==> src/rtl/shift_toggle_ctrl.sv <==
// Running-light controller: computes the toggle mask that walks one lit bit
// across a downstream TFF bank, once per prescaled step, with debounced switches.
//
// state | meaning
// SEED  | bank assumed clear; next step lights the end LED for the current direction
// RUN   | bank holds one lit LED; each step shifts it (wrap or ping-pong)
// FAULT | bank was seen corrupted; next step reseeds and clears stray bits
module shift_toggle_ctrl #(
  parameter int WIDTH     = 8,
  parameter int TICK_DIV  = 25000000,
  parameter int DB_CYCLES = 500000
) (
  input  logic             clk,
  input  logic             reset,
  input  logic             en,
  input  logic             sw_dir,
  input  logic             sw_mode,
  input  logic [WIDTH-1:0] q_fb,
  output logic [WIDTH-1:0] t_out,
  output logic             tick,
  output logic             dir_out,
  output logic [1:0]       state_out
);

  localparam int PW = $clog2(TICK_DIV);
  localparam int DW = $clog2(DB_CYCLES + 1);
  localparam logic [PW-1:0] PRE_LAST = PW'(TICK_DIV - 1);
  localparam logic [DW-1:0] DB_LOAD  = DW'(DB_CYCLES - 1);
  localparam logic [WIDTH-1:0] ONE = {{(WIDTH-1){1'b0}}, 1'b1};
  localparam logic [WIDTH-1:0] MSB = {1'b1, {(WIDTH-1){1'b0}}};

  typedef enum logic [1:0] {SEED = 2'd0, RUN = 2'd1, FAULT = 2'd2} state_t;

  // Index 0 is the direction switch, index 1 the mode switch.
  logic [1:0]    sw_raw, sync1, sync2, db_val;
  logic [DW-1:0] db_cnt [2];

  assign sw_raw = {sw_mode, sw_dir};

  always_ff @(posedge clk or posedge reset) begin
    if (reset) begin
      sync1  <= '0;
      sync2  <= '0;
      db_val <= '0;
      for (int i = 0; i < 2; i++) db_cnt[i] <= DB_LOAD;
    end else begin
      sync1 <= sw_raw;
      sync2 <= sync1;
      for (int i = 0; i < 2; i++) begin
        if (sync2[i] == db_val[i]) begin
          db_cnt[i] <= DB_LOAD;
        end else if (db_cnt[i] == '0) begin
          db_val[i] <= sync2[i];
          db_cnt[i] <= DB_LOAD;
        end else begin
          db_cnt[i] <= db_cnt[i] - 1'b1;
        end
      end
    end
  end

  logic [PW-1:0] pre_cnt;

  always_ff @(posedge clk or posedge reset) begin
    if (reset) begin
      pre_cnt <= '0;
      tick    <= 1'b0;
    end else begin
      tick <= 1'b0;
      if (en) begin
        if (pre_cnt == PRE_LAST) begin
          pre_cnt <= '0;
          tick    <= 1'b1;
        end else begin
          pre_cnt <= pre_cnt + 1'b1;
        end
      end
    end
  end

  logic             step, q_onehot, run_dir, at_end, next_dir;
  logic [WIDTH-1:0] seed_pat, run_pat;

  assign step     = tick & en;
  assign q_onehot = (q_fb != '0) && ((q_fb & (q_fb - 1'b1)) == '0);

  // Ping-pong keeps the direction it already has; wrap follows the switch.
  always_comb begin
    seed_pat = db_val[0] ? ONE : MSB;
    run_dir  = db_val[1] ? dir_out : db_val[0];
    at_end   = run_dir ? q_fb[WIDTH-1] : q_fb[0];
    next_dir = run_dir ^ (db_val[1] & at_end);
    if (db_val[1] && at_end)
      run_pat = run_dir ? (q_fb >> 1) : (q_fb << 1);
    else if (at_end)
      run_pat = run_dir ? ONE : MSB;
    else
      run_pat = run_dir ? (q_fb << 1) : (q_fb >> 1);
  end

  state_t state;

  always_ff @(posedge clk or posedge reset) begin
    if (reset) begin
      state   <= SEED;
      t_out   <= '0;
      dir_out <= 1'b0;
    end else begin
      t_out <= '0;
      if (step) begin
        case (state)
          SEED, FAULT: begin
            t_out   <= q_fb ^ seed_pat;
            dir_out <= db_val[0];
            state   <= RUN;
          end
          RUN: begin
            if (q_onehot) begin
              t_out   <= q_fb ^ run_pat;
              dir_out <= next_dir;
            end else begin
              state <= FAULT;
            end
          end
          default: state <= SEED;
        endcase
      end
    end
  end

  assign state_out = state;

endmodule
==> config.mk <==
export PLATFORM = sky130hd
export DESIGN_NAME = shift_toggle_ctrl
export DESIGN_NICKNAME = d
export VERILOG_FILES = /design/src/rtl/shift_toggle_ctrl.sv
export SDC_FILE = /design/constraint.sdc
export NUM_CORES = 1
export LEC_CHECK = 0
export BUFFER_PORTS_ARGS = -buffer_cell sky130_fd_sc_hd__buf_2
export CAP_MARGIN = 5
export CELL_PAD_IN_SITES_DETAIL_PLACEMENT = 1
export CELL_PAD_IN_SITES_GLOBAL_PLACEMENT = 2
export CORE_UTILIZATION = 35
export DETAILED_ROUTE_END_ITERATION = 7
export PLACE_DENSITY = 0.74
export SLEW_MARGIN = 20
export SYNTH_ARGS = -nofsm -noshare
export SYNTH_HDL_FRONTEND = slang
export SYNTH_SLANG_ARGS = --single-unit
==> constraint.sdc <==
create_clock -name clk -period 8.1 [get_ports clk]
set_input_delay 1.62 -clock clk [delete_from_list [all_inputs] [get_ports clk]]
set_output_delay 1.62 -clock clk [all_outputs]
set_load 0.01 [all_outputs]
==> results of run 1 <==
-- per-stage QoR --
stage | power [W] | std cells | utilization, %
6_report | 0.000926 | 649 | 40.7
5_1_grt | 0.000970 | 649 | 40.7
3_5_place_dp | 0.000523 | 633 | 38.2
2_1_floorplan | 0.000500 | 455 | -
3_3_place_gp | 0.000519 | 633 | 38.2
4_1_cts | 0.000945 | 649 | 40.7
-- cells by family after synthesis --
family	count (synthesis)
xor gates and xnor gates	56
and+or+nand+nor	223
DFF	81
buffers and inverters	32
adders and majority gates	3
muxes	5
AOI/OAI and AO/OA	55
-- cell usage after synthesis (all sizes together), types with 7 or more instances --
cell type / count
dfrtp: 59
nor3: 25
inv: 17
nand4: 10
xnor2: 27
nand2: 54
clkbuf: 7
o21ai: 11
and2: 8
nor2: 58
dfstp: 22
nand3: 20
buf: 8
xor2: 29
nor4: 8
-- cell type report --
class                   instances  area share, %
flip-flops and latches         81           41.9
clock buffers                  13           5.30
multi-input cells             342           43.7
repair buffers                 25           2.68
well taps                     168           4.28
clock inverters                 3          0.816
inverters                      17           1.33
-- per-layer routing --
metal | up-vias | GRT usage, %
met5 | - | 0
met4 | 0 | 5.61
met3 | 11 | 4.57
met2 | 31 | 28.1
met1 | 1628 | 22.3
li1 | 1627 | -
-- layout by cell type, fill, tap and decap left out, drive strengths merged, types with 2 or more instances in the layout --
master  instances
clkinv          3
nand3b          4
nor3           25
mux2i           2
a211oi          3
nor3b           3
o21ai          11
or2             3
or4             3
nor2b           5
mux2            3
and2            8
nand4          10
o311ai          2
and3            6
and4            2
dfstp          22
nor2           58
a21boi          2
xor2           29
nor4b           3
nand3          20
a31oi           5
nand2          54
a22oi           5
dfrtp          59
or3             3
buf            25
a21oi           6
or3b            2
a41oi           4
o22ai           6
clkbuf         13
a221oi          3
ha              3
xnor2          27
nor4            8
inv            16
-- state kept, by name, indices dropped and copies added, names as in the netlist --
name       flops
db_val         2
tick           1
sync1          2
db_cnt        38
dir_out        1
state_out      2
pre_cnt       25
sync2          2
t_out          8
-- power by group through the flow --
stage	sequential, W	combinational [W]	clock [W]
after floorplan	0.000446	0.0000537	0
after global placement	0.000452	0.0000676	0
after detailed placement	0.000452	0.0000700	0
after CTS	0.000446	0.0000704	0.000429
after global routing	0.000449	0.0000798	0.000441
final	0.000446	0.0000689	0.000412
-- worst max-delay path by stage --
| stage | from | slack (ns) | to | cells after the start |
|---|---|---|---|---|
| final | q_fb[1] | 5.06 | t_out[3] | 6 |
| after global routing | q_fb[1] | 4.91 | t_out[2] | 6 |
| after CTS | q_fb[1] | 5.07 | t_out[2] | 6 |
| after detailed placement | q_fb[1] | 4.74 | t_out[3] | 6 |
| after global placement | q_fb[1] | 4.79 | t_out[2] | 6 |
| after floorplan | reset | 4.44 | db_cnt[10] | 1 |
-- worst max-delay path: stages --
cell	delay (ns)
buf_2	0.18
nor4_4	0.34
nand3_1	0.13
a221oi_2	0.51
nand2_1	0.27
o22ai_1	0.23
==> run_results.csv, run 1 <==
group,metric,value,unit
synthesis,synthArstFlopShare,100,%
routing,wl_met3,277,µm
clocking,post_cts_buffers,0,
sta,fin_skew,0.00848,ns
sta,final_hold_viol_count,0,
worst_setup_path,r2r-start,"db_val[1]",
sta,rsz0062_at_grt,"false",
synthesis,synth_nets,471,
routing,totalWireLength,9.91,mm
global_routing,grt_usage,17.2,%
layout,nFillCells,1383,
status,status,"completed",
placed_design,globalplace.congestion,0.800,
placed_design,io_buffer_count,24,
synthesis,synth_xor_area_share,11.3,%
routing,drt-met1-wl,4.75,mm
clocking,clkSlewWorstSetupHoldPaths,0.06,ns
clocking,insertion_delay,0.34,ns
routing,vias,3297,
synthesis,ys_top_cells_by_area,"dfrtp_1 (34%), dfstp_2 (13%), xor2_1 (5.8%)",
worst_setup_path,path_class,"in -> reg",
floorplanning,core_area,0.0121,mm²
routing,drt-initial-drc-count,160,
sta,slew-limit-headroom,45.4,%
worst_setup_path,cp_max_fo,11,
floorplanning,dieArea,0.0129,mm²
power,internal_power,0.000703,W
worst_setup_path,cp-start-kind,"input pin",
floorplanning,die_y,113,µm
min_path,min_path_cells,0,
power,leakagePower,2.05,nW
routing,wl_met2,4.76,mm
clocking,htree_num_levels,3,
clocking,root_buffer,"clkbuf_16",
synthesis,syn_inst,455,
min_path,hp-start,"sync1[1]",
synthesis,synth_area,0.00434,mm²
power,p_sw,0.000223,W
synthesis,ys_seq_elements,81,
synthesis,ys_types,64,
sta,worstMarginPinSlew,0.796,ns
worst_setup_path,critPathRequiredTime,8.35,ns
placed_design,dp_worst_setup_slack,4.74,ns
synthesis,yosysTopAreaCell,"dfrtp_1",
layout,diodes,0,
clocking,hold_buffers,0,
routing,ant_nets,0,
layout,regArea,0.00205,mm²
global_routing,antenna_found_initial,0,
job,max_cap_viol_count,0,
routing,drc,0,
global_routing,first_global_vias,3532,
synthesis,avgSynthCellArea,9.54,µm²
clocking,numCtsBuffers,9,
routing,wire_per_inst,15.3,µm
synthesis,muxShareOfSynthArea,1.24,%
sta,finalSetupTns,0,ns
sta,holdWs,0.369,ns
synthesis,synth-main-ff-cell,"dfrtp_1",
layout,synthToLayoutAreaGrowth,13.0,%
worst_setup_path,end_kind,"flip-flop",
placed_design,dpl_cell_area,0.00460,mm²
sta,fin_ws,5.06,ns
global_routing,grt_remaining_overflow,0,
power,combPwrFrac,7.4,%
worst_setup_path,timing.rr.end,"t_out[2]",
placed_design,place_hpwl,6.95,mm
clocking,cts_sinks,81,
sta,slew_violations,0,
worst_setup_path,r2r_cells,5,
min_path,min_to,"sync2[1]",
routing,first_pass_iters,4,
synthesis,ys.warnings.count,0,
routing,via_per_inst,5.08,
layout,multi_input_area,0.00215,mm²
floorplanning,initial_core_util,36.0,%
synthesis,seq_area_frac_synth,47.3,%
synthesis,synth-compound-area-share,9.33,%
layout,fin_area,0.00491,mm²
global_routing,grt_pass1_wl,17.5,mm
worst_setup_path,cp.arrival,3.29,ns
sta,finalCritPeriodShare,37.5,%
clocking,cts_tree,"built",
synthesis,synthAdderAreaFrac,0.864,%
sta,fmax,0.329,GHz
sta,setup_violations,0,
layout,layout.nets,492,
power,switching_share,24.1,%
layout,layout-drive-gt1-share,16.4,%
floorplanning,num_io_pins,25,
synthesis,yosys.area_share.simple,26.7,%
clocking,post_cts_resized,0,
power,irDropWorstVdd,0.0900,mV
routing,dr.max_layer_used,"met4",
floorplanning,num_rows,40,
global_routing,grt_start_max_net_pins,82,
clocking,clockBufferDepth,2,
power,seqPwrFrac,48.1,%
sta,period_needed,3.04,ns
min_path,hold_class,"reg -> reg",
power,clockPowerShare,44.4,%
floorplanning,dieWidth,113,µm
synthesis,synth_top_family_by_area,"simple AND/OR/NAND/NOR gates",
synthesis,synth_edf_count,0,
worst_setup_path,r2r_setup_slack,5.62,ns
synthesis,synth_top_area_share,34.0,%
power,power_density,189,mW/mm²
Power figures use the tool's default switching activity.
==> inputs of run 2 (changes only) <==
--- a/config.mk
+++ b/config.mk
@@ -5,13 +5,14 @@
 export SDC_FILE = /design/constraint.sdc
 export NUM_CORES = 1
 export LEC_CHECK = 0
+export ABC_AREA = 1
 export BUFFER_PORTS_ARGS = -buffer_cell sky130_fd_sc_hd__buf_2
 export CAP_MARGIN = 5
 export CELL_PAD_IN_SITES_DETAIL_PLACEMENT = 1
 export CELL_PAD_IN_SITES_GLOBAL_PLACEMENT = 2
 export CORE_UTILIZATION = 35
 export DETAILED_ROUTE_END_ITERATION = 7
-export PLACE_DENSITY = 0.74
+export PLACE_DENSITY = 0.79
 export SLEW_MARGIN = 20
 export SYNTH_ARGS = -nofsm -noshare
 export SYNTH_HDL_FRONTEND = slang
==> constraint.sdc (replaced) <==
create_clock -name clk -period 3 [get_ports clk]
set_input_delay 0.6 -clock clk [delete_from_list [all_inputs] [get_ports clk]]
set_output_delay 0.6 -clock clk [all_outputs]
set_load 0.01 [all_outputs]
==> run 2 against run 1 <==
  * Clock-buffer cell count is 2 lower
  * Clock power grew to 3.0 times the previous value
  * Final cell count is 31% higher
  * Hold slack worse by 0.050 ns
  * Total power grew to 3.1 times the previous value
  * Core utilization is 0.34 points higher
  * Synthesized cell count is 40% higher
==> run_results.csv, run 2 <==
group,metric,value,unit
synthesis,ys_types,47,
layout,utilization,41.0,%
sta,slew_violations,0,
synthesis,yosysTopAreaCell,"dfrtp_1",
global_routing,antenna_found_initial,0,
clocking,htree_num_levels,3,
sta,setup_violations,0,
power,irDropWorstVdd,0.262,mV
sta,fin_skew,0.00701,ns
floorplanning,num_io_pins,25,
routing,dr.max_layer_used,"met4",
sta,slew-limit-headroom,54.9,%
clocking,clockBufferDepth,2,
clocking,insertion_delay,0.34,ns
synthesis,synth_area,0.00485,mm²
global_routing,first_global_vias,4389,
floorplanning,dieArea,0.0143,mm²
synthesis,muxShareOfSynthArea,0,%
power,power_density,528,mW/mm²
synthesis,synth_edf_count,0,
sta,finalSetupTns,0,ns
placed_design,io_buffer_count,24,
power,p_total,0.00290,W
clocking,root_buffer,"clkbuf_16",
layout,regMostFlops,"db_cnt",
status,status,"completed",
worst_setup_path,crit_chain,"inv_2 > nand2_2 > nand2_2 > nand2_1 > nand2_1 > nand3_1 > nand3_1 > nand2_1 > nor2_1 > nor2_1 > nor2_1",
placed_design,dpl_cell_area,0.00516,mm²
synthesis,synthTopCellsByCount,"nand2_1 (155), nor2_1 (85), inv_1 (72)",
global_routing,grt_usage,19.1,%
worst_setup_path,path_class,"reg -> reg",
placed_design,place_hpwl,9.35,mm
worst_setup_path,end_kind,"flip-flop",
placed_design,globalplace.congestion,0.844,
routing,wl_met3,260,µm
routing,first_pass_iters,6,
sta,fmax,0.453,GHz
power,leakagePower,2.68,nW
synthesis,synthArstFlopShare,100,%
sta,finalCritPeriodShare,73.6,%
worst_setup_path,critPathLaunch,"db_val[1]",
sta,final_hold_viol_count,0,
synthesis,syn_inst,639,
routing,vias,4192,
worst_setup_path,cp-start-kind,"flip-flop",
synthesis,avgSynthCellArea,7.59,µm²
clocking,numCtsBuffers,9,
clocking,clkSlewWorstSetupHoldPaths,0.06,ns
synthesis,yosysMostFrequentCell,"nand2_1",
routing,totalWireLength,12.5,mm
routing,wire_per_inst,14.7,µm
worst_setup_path,critPathRequiredTime,3.21,ns
clocking,post_cts_buffers,0,
sta,worstMarginPinSlew,0.674,ns
job,max_cap_viol_count,0,
global_routing,grt_start_max_net_pins,49,
worst_setup_path,r2r-start,"db_val[1]",
floorplanning,core_area,0.0134,mm²
floorplanning,initial_core_util,36.2,%
clocking,cts_tree,"built",
worst_setup_path,cp.arrival,2.42,ns
synthesis,ys.warnings.count,0,
layout,layout-drive-gt1-share,17.7,%
min_path,hold_class,"in -> async",
synthesis,synth-main-ff-cell,"dfrtp_1",
synthesis,ys_seq_elements,81,
layout,diodes,0,
synthesis,synth_top_area_share,30.5,%
global_routing,grt_remaining_overflow,0,
sta,rsz0062_at_grt,"false",
floorplanning,num_rows,42,
layout,layout.nets,684,
worst_setup_path,cp_slowest_cell,"dfrtp_1",
routing,via_per_inst,4.94,
clocking,cts_sinks,81,
routing,wl_met2,6.15,mm
floorplanning,dieWidth,120,µm
routing,drt-met1-wl,5.95,mm
layout,final_cell_mix,"nand2_1 (155), nor2_1 (85), inv_1 (71)",
routing,drc,0,
synthesis,synth_nets,655,
layout,largestRegisters,"db_cnt x38, pre_cnt x25, t_out x8",
synthesis,synthAdderAreaFrac,0.774,%
synthesis,synth_top_family_by_area,"simple AND/OR/NAND/NOR gates",
routing,drt-initial-drc-count,158,
synthesis,seq_area_frac_synth,42.4,%
layout,final_common_cell,"nand2_1",
layout,fin_area,0.00550,mm²
clocking,post_cts_resized,0,
worst_setup_path,cp_slowest_stage_delay,0.71,ns
sta,holdWs,0.319,ns
global_routing,grt_pass1_wl,21.8,mm
layout,synthToLayoutAreaGrowth,13.4,%
clocking,hold_buffers,0,
routing,ant_nets,0,
floorplanning,die_y,120,µm
sta,period_needed,2.21,ns
synthesis,ys_top_cells_by_area,"dfrtp_1 (30%), nand2_1 (12%), dfstp_2 (12%)",
synthesis,synth-compound-area-share,5.58,%
synthesis,synth_xor_area_share,5.42,%
worst_setup_path,cp_max_fo,11,
synthesis,yosys.area_share.simple,38.5,%
layout,largest_reg_flops,38,
## run 2: changes by cell type after synthesis, moves of 10 or more
cell / change
nand2_1: +101
inv_1: +55
nand3_1: +45
nor2_1: +27
xnor2_1: -19
nand2_2: +16
a21oi_1: +11
o21ai_0: +10
## run 2: power by group
part	total, W	internal, W	switching (W)
combinational	0.000400	0.000127	0.000273
clock	0.00125	0.000781	0.000468
sequential	0.00125	0.00117	0.0000827
total	0.00290	0.00208	0.000824
## run 2: logic make-up after synthesis
| group | after synthesis |
|---|---|
| simple gates | 390 |
| compound gates | 48 |
| fa+ha+maj | 3 |
| flops | 81 |
| buf+inv | 87 |
| xor+xnor | 30 |
## run 2: worst max-delay path: cells and delay by family, from the launching register on
| family | cells | cell delay, ns |
|---|---|---|
| buffers and inverters | 1 | 0.19 |
| AND/OR/NAND/NOR | 10 | 1.16 |
| flip-flops | 1 | 0.71 |
## run 2: per-stage QoR
step	std cells	setup slack, ns
floorplan	639	0.356
CTS	849	0.799
finish	849	0.791
global placement	833	0.836
global route	849	0.636
detailed placement	833	0.828
## run 2: layout make-up
cell class / count / area (µm²)
repair buffers: 25 / 140
inverters: 80 / 307
well taps: 176 / 220
clock buffers: 11 / 253
flip-flops and latches: 81 / 2050
fillers: 1684 / 7900
clock inverters: 5 / 86.3
multi-input cells: 471 / 2440
## run 2: worst paths after layout
path                         endpoint  slack, ns  depth (start not counted)
min in group clk             sync2[0]       0.35                          0
max reg2reg                  t_out[7]       0.79                         11
max                          t_out[7]       0.79                         11
max in group asynchronous  db_cnt[37]       1.96                          3
min                          sync1[1]       0.32                          2
min reg2reg                  sync2[0]       0.35                          0
## run 2: per-layer routing
metal	GRT usage [%]	vias to the layer above
met5	0	-
met4	5.00	0
met2	32.5	37
met1	24.8	2032
li1	-	2114
met3	3.56	9
